[config.mk]
export PLATFORM = sky130hd
export DESIGN_NAME = uart_tx_arbiter_flat
export DESIGN_NICKNAME = d
export VERILOG_FILES = /design/src/rtl/uart_pkg.sv /design/src/rtl/uart_tx_arbiter_if.sv /design/src/rtl/uart_tx_arbiter_rr_pick.sv /design/src/rtl/uart_tx_arbiter.sv /design/src/flat_wrapper.sv
export SDC_FILE = /design/constraint.sdc
export NUM_CORES = 1
export LEC_CHECK = 0
export BUFFER_PORTS_ARGS = -buffer_cell sky130_fd_sc_hd__buf_2
export CAP_MARGIN = 5
export CORE_ASPECT_RATIO = 0.75
export CORE_MARGIN = 1
export CORE_UTILIZATION = 51
export CTS_CLUSTER_SIZE = 10
export DETAILED_ROUTE_END_ITERATION = 16
export PLACE_DENSITY = 0.91
export RECOVER_POWER = 25
export SETUP_SLACK_MARGIN = 0.3
export SYNTH_ARGS = -nofsm -noshare
export SYNTH_HDL_FRONTEND = slang
export SYNTH_SLANG_ARGS = --single-unit
[constraint.sdc]
create_clock -name clk -period 3.6 [get_ports clk]
set_input_delay 0.72 -clock clk [delete_from_list [all_inputs] [get_ports clk]]
set_output_delay 0.72 -clock clk [all_outputs]
set_load 0.1 [all_outputs]
[src/rtl/uart_pkg.sv]
`default_nettype none
// +--------------------------------------------------------------------+
// | Package : uart_pkg                                                 |
// | Shared UART constants: byte width, default guard gap and busy      |
// | timeout, and the transmit-arbiter state encoding.                  |
// | Revision: 1.0 - initial release                                    |
// +--------------------------------------------------------------------+
package uart_pkg;

  localparam int UART_BYTE_W        = 8;
  // Defaults shared with the receive side.
  localparam int UART_GAP_TICKS_DEF = 20;
  localparam int UART_BUSY_TO_DEF   = 16;

  typedef enum logic [2:0] {
    S_IDLE      = 3'd0,
    S_LAUNCH    = 3'd1,
    S_WAIT_BUSY = 3'd2,
    S_WAIT_DONE = 3'd3,
    S_GAP       = 3'd4
  } arb_state_e;

endpackage
`default_nettype wire

[src/rtl/uart_tx_arbiter_if.sv]
`default_nettype none
// +--------------------------------------------------------------------+
// | Interface : uart_tx_arbiter_if                                     |
// | Requester-side and serializer-side signals of the TX arbiter.      |
// | slave = arbiter view, master = environment view.                   |
// | Revision: 1.0 - initial release                                    |
// +--------------------------------------------------------------------+
interface uart_tx_arbiter_if #(
  parameter int N_REQ = 4
);
  import uart_pkg::*;

  logic [N_REQ-1:0]             req;
  logic [UART_BYTE_W*N_REQ-1:0] data_in;
  logic [N_REQ-1:0]             ack;
  logic [N_REQ-1:0]             gnt;
  logic                         tx_start;
  logic [UART_BYTE_W-1:0]       tx_data;
  logic                         tx_busy;
  logic                         baud_tick;
  logic                         err;
  logic                         idle;

  modport slave (
    input  req, data_in, tx_busy, baud_tick,
    output ack, gnt, tx_start, tx_data, err, idle
  );

  modport master (
    output req, data_in, tx_busy, baud_tick,
    input  ack, gnt, tx_start, tx_data, err, idle
  );

endinterface
`default_nettype wire

[src/rtl/uart_tx_arbiter_rr_pick.sv]
`default_nettype none
// +--------------------------------------------------------------------+
// | Module : rr_pick                                                   |
// | Combinational round-robin picker: one-hot grant of the first       |
// | asserted request searching upward from (last+1) mod N_REQ.         |
// | Revision: 1.0 - initial release                                    |
// +--------------------------------------------------------------------+
module rr_pick #(
  parameter int N_REQ = 4,
  parameter int PW    = $clog2(N_REQ)
) (
  input  logic [N_REQ-1:0] req_i,
  input  logic [PW-1:0]    last_i,
  output logic [N_REQ-1:0] gnt_o
);

  logic [PW-1:0] idx;
  logic          found;

  // Walk the N_REQ positions after last, first hit wins.
  always_comb begin
    gnt_o = '0;
    found = 1'b0;
    idx   = '0;
    for (int k = 1; k <= N_REQ; k++) begin
      idx = PW'((int'(last_i) + k) % N_REQ);
      if (!found && req_i[idx]) begin
        gnt_o[idx] = 1'b1;
        found      = 1'b1;
      end
    end
  end

endmodule
`default_nettype wire

[src/rtl/uart_tx_arbiter.sv]
`default_nettype none
// +--------------------------------------------------------------------+
// | Module : uart_tx_arbiter                                           |
// | Round-robin arbiter sharing one UART TX serializer among N_REQ     |
// | requesters: grant, one-cycle launch, busy tracking with timeout,   |
// | then a guard gap counted in baud ticks.                            |
// | Optional macro UART_ARB_PRIO_EN: requester 0 has fixed priority.   |
// | Revision: 1.0 - initial release                                    |
// +--------------------------------------------------------------------+
module uart_tx_arbiter
  import uart_pkg::*;
#(
  parameter int N_REQ     = 4,
  parameter int GAP_TICKS = UART_GAP_TICKS_DEF,
  parameter int BUSY_TO   = UART_BUSY_TO_DEF
) (
  input  logic                    clk,
  input  logic                    rst_n,
  uart_tx_arbiter_if.slave        bus
);

  localparam int PW = $clog2(N_REQ);
  localparam int GW = (GAP_TICKS > 0) ? $clog2(GAP_TICKS + 1) : 1;
  localparam int TW = $clog2(BUSY_TO + 1);
  localparam logic [GW-1:0] GAP_LAST = GW'((GAP_TICKS > 0) ? GAP_TICKS - 1 : 0);
  localparam logic [TW-1:0] TO_LAST  = TW'(BUSY_TO - 1);

  arb_state_e             state_q, state_d;
  logic [N_REQ-1:0]       gnt_q, gnt_d;
  logic [UART_BYTE_W-1:0] data_q, data_d;
  logic [PW-1:0]          last_q, last_d;
  logic [GW-1:0]          gap_q, gap_d;
  logic [TW-1:0]          to_q, to_d;
  logic                   err_d;

  logic [N_REQ-1:0]       rr_req;
  logic [N_REQ-1:0]       rr_gnt;
  logic [N_REQ-1:0]       pick;
  logic                   pick_upd;
  logic [PW-1:0]          pick_idx;
  logic [UART_BYTE_W-1:0] pick_byte;

`ifdef UART_ARB_PRIO_EN
  // Requester 0 bypasses the rotation and leaves the pointer alone.
  assign rr_req   = {bus.req[N_REQ-1:1], 1'b0};
  assign pick     = bus.req[0] ? {{(N_REQ-1){1'b0}}, 1'b1} : rr_gnt;
  assign pick_upd = ~bus.req[0];
`else
  assign rr_req   = bus.req;
  assign pick     = rr_gnt;
  assign pick_upd = 1'b1;
`endif

  rr_pick #(
    .N_REQ (N_REQ),
    .PW    (PW)
  ) u_rr_pick (
    .req_i  (rr_req),
    .last_i (last_q),
    .gnt_o  (rr_gnt)
  );

  // Winner index and its byte, from the one-hot pick.
  always_comb begin
    pick_idx  = '0;
    pick_byte = '0;
    for (int i = 0; i < N_REQ; i++) begin
      if (pick[i]) begin
        pick_idx  = PW'(i);
        pick_byte = bus.data_in[i*UART_BYTE_W +: UART_BYTE_W];
      end
    end
  end

  // Next-state logic: grant, launch, busy/timeout tracking, guard gap.
  always_comb begin
    state_d = state_q;
    gnt_d   = gnt_q;
    data_d  = data_q;
    last_d  = last_q;
    gap_d   = gap_q;
    to_d    = to_q;
    err_d   = 1'b0;
    case (state_q)
      S_IDLE: begin
        if (|bus.req) begin
          gnt_d   = pick;
          data_d  = pick_byte;
          if (pick_upd) last_d = pick_idx;
          state_d = S_LAUNCH;
        end
      end
      S_LAUNCH: begin
        to_d    = '0;
        state_d = S_WAIT_BUSY;
      end
      S_WAIT_BUSY: begin
        if (bus.tx_busy) begin
          state_d = S_WAIT_DONE;
        end else if (to_q == TO_LAST) begin
          // Serializer never picked the byte up; drop it and free the line.
          err_d   = 1'b1;
          gnt_d   = '0;
          to_d    = '0;
          state_d = S_IDLE;
        end else begin
          to_d = to_q + 1'b1;
        end
      end
      S_WAIT_DONE: begin
        if (!bus.tx_busy) begin
          gnt_d   = '0;
          state_d = (GAP_TICKS == 0) ? S_IDLE : S_GAP;
        end
      end
      S_GAP: begin
        if (bus.baud_tick) begin
          if (gap_q == GAP_LAST) begin
            gap_d   = '0;
            state_d = S_IDLE;
          end else begin
            gap_d = gap_q + 1'b1;
          end
        end
      end
      default: begin
        gnt_d   = '0;
        state_d = S_IDLE;
      end
    endcase
  end

  // State and datapath registers; reset aborts any frame in flight.
  always_ff @(posedge clk or negedge rst_n) begin
    if (!rst_n) begin
      state_q <= S_IDLE;
      gnt_q   <= '0;
      data_q  <= '0;
      last_q  <= PW'(N_REQ - 1);
      gap_q   <= '0;
      to_q    <= '0;
    end else begin
      state_q <= state_d;
      gnt_q   <= gnt_d;
      data_q  <= data_d;
      last_q  <= last_d;
      gap_q   <= gap_d;
      to_q    <= to_d;
    end
  end

  assign bus.gnt      = gnt_q;
  assign bus.tx_start = (state_q == S_LAUNCH);
  assign bus.ack      = (state_q == S_LAUNCH) ? gnt_q : '0;
  assign bus.tx_data  = data_q;
  assign bus.err      = err_d;
  assign bus.idle     = (state_q == S_IDLE);

endmodule
`default_nettype wire

[src/flat_wrapper.sv]
// flat-port wrapper written by rule: the top's interface ports become plain ports
module uart_tx_arbiter_flat import uart_pkg::*;
#(
  parameter int N_REQ     = 4,
  parameter int GAP_TICKS = UART_GAP_TICKS_DEF,
  parameter int BUSY_TO   = UART_BUSY_TO_DEF
)
  (clk, rst_n, bus_req, bus_data_in, bus_tx_busy, bus_baud_tick, bus_ack, bus_gnt, bus_tx_start, bus_tx_data, bus_err, bus_idle);
  uart_tx_arbiter_if #(.N_REQ(N_REQ)) bus_i ();
  input  logic clk;
  input  logic rst_n;
  input wire logic [$bits(bus_i.req)-1:0] bus_req;
  input wire logic [$bits(bus_i.data_in)-1:0] bus_data_in;
  input wire logic [$bits(bus_i.tx_busy)-1:0] bus_tx_busy;
  input wire logic [$bits(bus_i.baud_tick)-1:0] bus_baud_tick;
  output wire logic [$bits(bus_i.ack)-1:0] bus_ack;
  output wire logic [$bits(bus_i.gnt)-1:0] bus_gnt;
  output wire logic [$bits(bus_i.tx_start)-1:0] bus_tx_start;
  output wire logic [$bits(bus_i.tx_data)-1:0] bus_tx_data;
  output wire logic [$bits(bus_i.err)-1:0] bus_err;
  output wire logic [$bits(bus_i.idle)-1:0] bus_idle;
  assign bus_i.req = bus_req;
  assign bus_i.data_in = bus_data_in;
  assign bus_i.tx_busy = bus_tx_busy;
  assign bus_i.baud_tick = bus_baud_tick;
  assign bus_ack = bus_i.ack;
  assign bus_gnt = bus_i.gnt;
  assign bus_tx_start = bus_i.tx_start;
  assign bus_tx_data = bus_i.tx_data;
  assign bus_err = bus_i.err;
  assign bus_idle = bus_i.idle;
  uart_tx_arbiter #(.N_REQ(N_REQ), .GAP_TICKS(GAP_TICKS), .BUSY_TO(BUSY_TO)) u_core (.clk(clk), .rst_n(rst_n), .bus(bus_i));
endmodule
==> impl_results.md, run 1 <==
* Status: finished, final reports clean
* Critical Path Most Common Cell: nand2_1
* Final setup violation count at 0
* Mean Syn Cell Area at 10.16 µm²
* Total Wirelength at 4578 µm
* Critical path launch point type: flip-flop
* Layout Skew at 0.006661 ns
* CP Max Fanout at 10
* GRT Overall Usage at 23.55%
* Routed len/inst at 15.62 µm
* IO Port Bufs at 58
* Number of synthesized flops with an enable pin at 0
* Met1 GRT Util at 34.21%
* Worst EP arrival at 3.29 ns
* RSZ-0062 raised after global routing: false
* Post-DP HPWL at 3468 µm
* Top_reg_cell synth: dfrtp_1
* Final Hold Viols at 0
* WP data required at 3.77 ns
* Warnings from Yosys at 0
* Worst setup path start: u_core.last_q[1]
* Fin nets at 294
* Sink Count at 27
* Io pins at 59
* Synth Cell Area at 1891 µm²
* Max-Slew Margin vs Limit at 2.869%
* H-tree levels at 1
* Final setup TNS at 0 ns
* Worst Reg-to-Reg Cells at 9
* DRT iter0 DRCs at 111
* Reg2Reg Setup Slack at 0.47 ns
* Initial core utilization at 55.23%
* Max-slew violations at 0
* Synth async-reset ratio at 100.0%
* Grt total ovfl at 0
* Layout cells sized above 1 at 34.98%
* # DRC at 0
* Routability congestion estimate from global placement at 0.8894
* Crit path capture: u_core.bus.tx_data[0]
* CTS clock-pin slew for the worst setup and hold paths at 0.10 ns
* CP top delay family: simple AND/OR/NAND/NOR gates
* CP max-delay cell: dfstp_2
* Initial antenna violation count at 0
* DIE AREA at 3957 µm²
* Crit path time final at 3.126 ns
* CTS Buf Count at 3
* DRT Pass-1 Iters at 4
* ANT cells at 0
* Met2 Track Usage GR at 35.98%
* Number of synthesized register bits at 27
* Largest net degree at the start of global routing at 28
* Fmax at 319.9 MHz
* Mapped Nets at 236
* Rows at 18
* Worst-Margin Slew at 1.457 ns
* Period utilisation layout at 86.84%
* Worst Hold Class: reg2reg
* Antenna Nets Post-Route at 0
* P&R area growth vs syn at 21.18%
* Register area share after synthesis at 35.87%
* CTS tree: done
* Clk buf depth at 2
* Hold Path Cell Cnt at 2
* Reg-to-Reg Start: u_core.last_q[1]
* Setup crit end kind: flip-flop
* WS Path Type: reg2reg
* Clk Latency, worst-skew pair at 0.28 ns
* Core box area at 3423 µm²
* Global-route wire length before repair at 6982 µm
* Vias per cell at 6.119
* Vias in the first global route at 1456
* Critical path depth at 9
* Worst Path Buf+Inv at 2
* Die Ht at 54.73 µm
* Hold Slack at 0.5114 ns
* GRT met3 Usage at 4.604%
* CTS root buffer: clkbuf_8
* GR peak layer: met2
* Commonest non-fill, non-tap cell in the layout: buf_2
* CP peak stage delay at 0.65 ns
* Cells after Synth at 186
* Most frequent cells in the layout: 57 x buf_2, 25 x dfrtp_1, 19 x nand2_1, 14 x a21oi_1, 13 x o21ai_0
* Max cap viols at 0
* Unique masters post-synth at 46
* Worst R2R End: u_core.bus.tx_data[0]
* DR vias at 1793
* Worst-path cell chain: inv_1, ha_1, mux4_2, nor4b_4, nand2_1, nand2_1, nor4_4, buf_4, a221o_1
* Width of the die at 72.31 µm
==> state kept, by name (all words and copies together) (netlist names) <==
| name | cells |
|---|---|
| u_core.bus.gnt | 4 |
| u_core.last_q | 2 |
| u_core.bus.tx_data | 8 |
| u_core.to_q | 5 |
| u_core.state_q | 3 |
| u_core.gap_q | 5 |
==> final cells by class <==
type	instances	area, µm²
Inverter	4	15.01
Multi-Input combinational cell	148	1182
Tap cell	50	62.56
Clock buffer	3	41.29
Sequential cell	27	678.2
Clock inverter	1	7.507
Fill cell	263	1132
Timing Repair Buffer	60	304.0
==> worst min path at each step <==
stage                     startpoint                    end  slack, ns
2_1_floorplan                  rst_n      u_core.bus.gnt[0]       0.42
3_3_place_gp       u_core.bus.gnt[0]      u_core.bus.gnt[0]       0.48
3_5_place_dp       u_core.bus.gnt[0]      u_core.bus.gnt[0]       0.49
4_1_cts                        rst_n        u_core.gap_q[4]       0.46
5_1_grt        u_core.bus.tx_data[7]  u_core.bus.tx_data[7]       0.53
6_report           u_core.bus.gnt[0]      u_core.bus.gnt[0]       0.51
==> per-stage QoR <==
stage | worst slack (ns) | std cells | cell area, µm² | util, %
2_1_floorplan | 0.4914 | 186 | 1901 | -
3_3_place_gp | 0.5826 | 287 | 2210 | 64.55
3_5_place_dp | 0.4380 | 287 | 2210 | 64.55
4_1_cts | 0.4181 | 291 | 2258 | 65.97
5_1_grt | 0.2983 | 293 | 2291 | 66.92
6_report | 0.4739 | 293 | 2291 | 66.92
==> worst min-delay path: stages, from the launching register on <==
cell and delay [ns]:
dfrtp_1 0.37, nand2_1 0.05, nand2_1 0.06
==> cells in the mapped netlist (2+ instances only) <==
master     instances  area share (%)
a221o_1            8             4.2
mux2_2             3             1.8
a311oi_1           8             3.7
nand2_1           19             3.8
nor2b_1            3            0.99
clkbuf_1           3            0.60
dfstp_2            2             2.8
mux2i_1            3             1.6
a2bb2oi_2          2             1.6
ha_1              10             6.6
nor4bb_1           2             1.1
nor2_1             7             1.4
buf_6              2             1.2
nand2b_1           2            0.66
o2bb2ai_1          2            0.93
and2_1             7             2.3
o21ai_0           13             3.4
o21ai_1            3            0.79
o2111ai_1          8             3.7
buf_2              2            0.53
or2_2              2            0.66
inv_1              4            0.79
mux4_2             3             3.6
dfrtp_1           25              33
nor3_1             2            0.53
nand3_1            2            0.53
a22o_1             7             3.2
a21oi_1           14             3.7
==> cell families (layout without fill, tap and decap cells) <==
logic type	count (synthesis)	after routing	synth area share, %
AOI/OAI and AO/OA	71	71	28.06
and+or+nand+nor	56	56	17.54
buffers and inverters	11	68	3.110
xor gates and xnor gates	1	1	0.4634
adders and majority gates	10	10	6.618
muxes	10	10	8.339
DFF	27	27	35.87
==> routing by layer <==
| layer | wire length [µm] | share of wire, % | vias to the layer above |
|---|---|---|---|
| met5 | 0 | 0 | - |
| met1 | 2105 | 46 | 861 |
| li1 | - | - | 848 |
| met2 | 2075 | 45 | 78 |
| met3 | 345 | 7.5 | 6 |
| met4 | 51 | 1.1 | 0 |
==> repair_timing <==
action / CTS / global route
buffers inserted: 0 / 2
hold endpoints to repair: 0 / 0
setup endpoints to repair: 0 / 8
resized for setup: 0 / 4
hold buffers: 0 / 0
Power of run 1 is not shown: default switching activity piles up to over one toggle a cycle in this logic, so the estimate is an artifact.
==> run 2: changes to the inputs <==
--- a/config.mk
+++ b/config.mk
@@ -7,12 +7,14 @@
 export LEC_CHECK = 0
 export BUFFER_PORTS_ARGS = -buffer_cell sky130_fd_sc_hd__buf_2
 export CAP_MARGIN = 5
+export CELL_PAD_IN_SITES_DETAIL_PLACEMENT = 1
+export CELL_PAD_IN_SITES_GLOBAL_PLACEMENT = 1
 export CORE_ASPECT_RATIO = 0.75
 export CORE_MARGIN = 1
-export CORE_UTILIZATION = 51
+export CORE_UTILIZATION = 39
 export CTS_CLUSTER_SIZE = 10
 export DETAILED_ROUTE_END_ITERATION = 16
-export PLACE_DENSITY = 0.91
+export PLACE_DENSITY = 0.92
 export RECOVER_POWER = 25
 export SETUP_SLACK_MARGIN = 0.3
 export SYNTH_ARGS = -nofsm -noshare
==> impl_results.md, run 2 (synthesis gave the netlist of run 1 again) <==
* Status: finished, final reports clean
* CTS clock-pin slew for the worst setup and hold paths at 0.10 ns
* Rows at 21
* Worst-path cell chain: inv_1, ha_1, mux4_2, nor3b_4, a22o_2, or2_4, nor4_4, buf_4, a221o_1
* Most frequent cells in the layout: 57 x buf_2, 25 x dfrtp_1, 18 x nand2_1, 14 x a21oi_1, 13 x o21ai_0
* Vias in the first global route at 1723
* Max reg flops at 8
* Max-slew violations at 0
* Period utilisation layout at 86.38%
* Grt total ovfl at 0
* # DRC at 0
* Max-Slew Margin vs Limit at 1.359%
* CTS tree: done
* Worst Path Buf+Inv at 2
* Total Wirelength at 5442 µm
* WS Path Type: reg2reg
* Clk buf depth at 2
* Initial core utilization at 41.59%
* P&R area growth vs syn at 21.77%
* Setup crit end kind: flip-flop
* Die Ht at 62.30 µm
* CTS root buffer: clkbuf_8
* Max cap viols at 0
* Largest net degree at the start of global routing at 28
* Fin nets at 294
* Routed len/inst at 18.14 µm
* DRT Pass-1 Iters at 4
* IO Port Bufs at 58
* DRT iter0 DRCs at 175
* Post-DP HPWL at 4197 µm
* Core box area at 4546 µm²
* Routability congestion estimate from global placement at 0.8824
* Fillers at 547
* Clk Latency, worst-skew pair at 0.28 ns
* Critical path launch point type: flip-flop
* WP data required at 3.78 ns
* Sink Count at 27
* CP Max Fanout at 10
* Worst-Margin Slew at 1.480 ns
* Final Hold Viols at 0
* Worst EP arrival at 3.29 ns
* CTS Buf Count at 3
* Final setup violation count at 0
* CP max-delay cell: dfstp_2
* CP peak stage delay at 0.67 ns
* Worst Hold Class: reg2reg
* Hold-fix buffers at CTS at 0
* Final setup TNS at 0 ns
* ANT cells at 0
* H-tree levels at 1
* Antenna Nets Post-Route at 0
* GRT Overall Usage at 22.03%
* RSZ-0062 raised after global routing: false
* Commonest non-fill, non-tap cell in the layout: buf_2
* CP top delay family: flip-flops
* Fmax at 321.6 MHz
* DR vias at 1786
* Global-route wire length before repair at 8556 µm
* Layout cells sized above 1 at 36.63%
* Initial antenna violation count at 0
* Io pins at 59
* Layout Skew at 0.006264 ns
* Width of the die at 82.40 µm
* DIE AREA at 5133 µm²
* Crit path time final at 3.110 ns
* Vias per cell at 5.953
run 2: worst register-to-register path, cell delays in order, from the launching register on:
cell     delay (ns)
dfstp_2        0.67
inv_1          0.15
ha_1           0.35
mux4_2         0.44
nor3b_4        0.37
a22o_2         0.32
or2_4          0.18
nor4_4         0.05
buf_4          0.17
a221o_1        0.30
run 2: timing repair:
item / CTS / global route
buffers inserted: 0 / 2
setup endpoints to repair: 0 / 9
resized for setup: 0 / 8
run 2: final cells by class:
class | instances | area (µm²) | share of cell area (%)
clock buffers | 4 | 45.04 | 1.957
inverters | 4 | 15.01 | 0.6522
repair buffers | 60 | 304.0 | 13.21
flip-flops and latches | 27 | 678.2 | 29.46
well taps | 57 | 71.32 | 3.098
multi-input cells | 148 | 1189 | 51.63
run 2: path summary, 6_finish.rpt:
| kind | start | to | slack, ns | cells after the start |
|---|---|---|---|---|
| max in group asynchronous | rst_n | u_core.gap_q[1] | 1.97 | 1 |
| setup / recovery | u_core.last_q[0] | u_core.bus.tx_data[1] | 0.49 | 9 |
| hold / removal | u_core.bus.tx_data[7] | u_core.bus.tx_data[7] | 0.51 | 1 |
| setup reg to reg | u_core.last_q[0] | u_core.bus.tx_data[1] | 0.49 | 9 |
| hold reg to reg | u_core.bus.tx_data[7] | u_core.bus.tx_data[7] | 0.51 | 1 |
| min in group asynchronous | rst_n | u_core.bus.tx_data[6] | 0.77 | 1 |
run 2: through the flow:
| stage | hold slack (ns) | worst slack (ns) | instance area [µm²] | util [%] | std cells |
|---|---|---|---|---|---|
| after detailed placement | 0.4972 | 0.3550 | 2218 | 48.80 | 294 |
| after global routing | 0.5379 | 0.2771 | 2302 | 50.65 | 300 |
| after CTS | 0.4650 | 0.3498 | 2263 | 49.79 | 298 |
| after floorplan | 0.4244 | 0.4914 | 1901 | - | 186 |
| after global placement | 0.4926 | 0.5079 | 2218 | 48.80 | 294 |
| final | 0.5139 | 0.4902 | 2302 | 50.65 | 300 |
run 2: per-layer routing:
layer | routed length, µm | GRT usage (%)
met2 | 2600 | 34.19
met4 | 55 | 5.702
met1 | 2530 | 32.04
met3 | 256 | 2.647
met5 | 0 | 0
Power of run 2 is left out for the same reason.
==> run 3: changes to the inputs <==
--- a/config.mk
+++ b/config.mk
@@ -8,13 +8,13 @@
 export BUFFER_PORTS_ARGS = -buffer_cell sky130_fd_sc_hd__buf_2
 export CAP_MARGIN = 5
 export CELL_PAD_IN_SITES_DETAIL_PLACEMENT = 1
-export CELL_PAD_IN_SITES_GLOBAL_PLACEMENT = 1
+export CELL_PAD_IN_SITES_GLOBAL_PLACEMENT = 2
 export CORE_ASPECT_RATIO = 0.75
 export CORE_MARGIN = 1
-export CORE_UTILIZATION = 39
+export CORE_UTILIZATION = 31
 export CTS_CLUSTER_SIZE = 10
 export DETAILED_ROUTE_END_ITERATION = 16
-export PLACE_DENSITY = 0.92
+export PLACE_DENSITY = 0.91
 export RECOVER_POWER = 25
 export SETUP_SLACK_MARGIN = 0.3
 export SYNTH_ARGS = -nofsm -noshare
==> impl_results.md, run 3 (synthesis gave the netlist of run 1 again) <==
* Status: complete, but fails checks
* Failing checks: capacitance limit, slew limit
* DRT Pass-1 Iters at 6
* Largest net degree at the start of global routing at 28
* Global-route wire length before repair at 8576 µm
* Critical path launch point type: flip-flop
* Final setup violation count at 0
* Rows at 24
* Routability congestion estimate from global placement at 0.8269
* Core box area at 5856 µm²
* Io pins at 59
* Total Wirelength at 5188 µm
* Max cap viols at 1
* Max reg flops at 8
* Setup crit end kind: flip-flop
* CTS tree: done
* Cell Area, Placed at 2252 µm²
* Fin area at 2341 µm²
* GRT Overall Usage at 16.69%
* Initial core utilization at 32.29%
* Max-Slew Margin vs Limit at -2.742%
* Worst Hold Class: reg2reg
* Vias in the first global route at 1739
* Worst-Margin Slew at 1.541 ns
* Layout cells sized above 1 at 36.48%
* Worst EP arrival at 3.30 ns
* Initial antenna violation count at 0
* CP Max Fanout at 10
* Period utilisation layout at 87.15%
* WP data required at 3.76 ns
* Final Hold Viols at 0
* Crit path time final at 3.137 ns
* Vias per cell at 5.425
* CTS root buffer: clkbuf_8
* Fin nets at 295
* Fillers at 701
* ANT cells at 0
* Post-DP HPWL at 3982 µm
* # DRC at 0
* DIE AREA at 6418 µm²
* Most frequent cells in the layout: 57 x buf_2, 25 x dfrtp_1, 18 x nand2_1, 14 x a21oi_1, 13 x o21ai_0
* Clk Latency, worst-skew pair at 0.28 ns
* H-tree levels at 1
* RSZ-0062 raised after global routing: false
* Die Ht at 69.63 µm
* DRT iter0 DRCs at 98
* Clk buf depth at 2
* Max-slew violations at 28
* Layout Skew at 0.002687 ns
* CTS clock-pin slew for the worst setup and hold paths at 0.10 ns
* Final setup TNS at 0 ns
* Width of the die at 92.18 µm
* P&R area growth vs syn at 23.83%
* IO Port Bufs at 58
* Cells after DPL at 316
* Routed len/inst at 16.11 µm
* CTS Buf Count at 3
* DR vias at 1747
* WS Path Type: reg2reg
* Sink Count at 27
* Fmax at 318.7 MHz
* Antenna Nets Post-Route at 0
* Commonest non-fill, non-tap cell in the layout: buf_2
* Post-layout util at 39.98%
* Grt total ovfl at 0
* Non-filler cells, final at 322
run 3: cell types whose count changed in the layout (fill, tap and decap cells not counted):
| cell | delta |
|---|---|
| clkbuf_1 | -1 |
| and2_2 | -1 |
| a311oi_1 | +1 |
| a2bb2oi_2 | -1 |
| and2_1 | +1 |
| a311oi_2 | -1 |
| a2bb2oi_4 | +1 |
| buf_4 | +1 |
| clkinv_2 | +1 |
run 3: worst paths after layout:
check	from	to	slack, ns	cells past startpoint
max	u_core.last_q[0]	u_core.bus.tx_data[4]	0.46	9
max reg2reg	u_core.last_q[0]	u_core.bus.tx_data[4]	0.46	9
min	u_core.bus.gnt[0]	u_core.bus.gnt[0]	0.51	2
min in group asynchronous	rst_n	u_core.to_q[2]	0.81	1
max in group asynchronous	rst_n	u_core.bus.gnt[1]	1.90	1
min reg2reg	u_core.bus.gnt[0]	u_core.bus.gnt[0]	0.51	2
run 3: metrics by stage:
step,hold slack [ns],setup slack (ns)
after CTS,0.4664,0.3281
final,0.5066,0.4626
after detailed placement,0.4981,0.3712
after floorplan,0.4244,0.4914
after global routing,0.5570,0.2981
after global placement,0.4939,0.4664
run 3: layout make-up:
| class | count | area [µm²] | share of cell area (%) |
|---|---|---|---|
| clock inverter | 1 | 5.005 | 0.2138 |
| timing repair buffer | 61 | 311.5 | 13.31 |
| tap | 78 | 97.59 | 4.169 |
| multi-input combinational | 148 | 1192 | 50.94 |
| clock buffer | 3 | 41.29 | 1.764 |
| sequential | 27 | 678.2 | 28.97 |
| inverter | 4 | 15.01 | 0.6414 |
run 3: timing repair:
item / 4_1_cts / 5_1_grt
gates resized for setup: 0 / 7
hold buffers: 0 / 0
buffers inserted: 0 / 2
endpoints found under the setup margin: 0 / 8
run 3: worst max-delay path, stage by stage (launching register included):
cell     delay, ns
dfstp_2       0.67
inv_1         0.15
ha_1          0.34
mux4_2        0.44
nor3b_4       0.40
a22o_2        0.32
or2_4         0.18
nor4_4        0.04
buf_4         0.17
a221o_1       0.31
run 3: routing by layer:
layer  GRT usage [%]  wire length [µm]  vias to the layer above  part of all wire [%]
met2           26.62              2394                       31                    46
met5               0                 0                        -                     0
met1           24.47              2595                      865                    50
li1                -                 -                      847                     -
met3           1.096               151                        4                   2.9
met4           4.514                47                        0                  0.91
Power of run 3 is left out for the same reason.
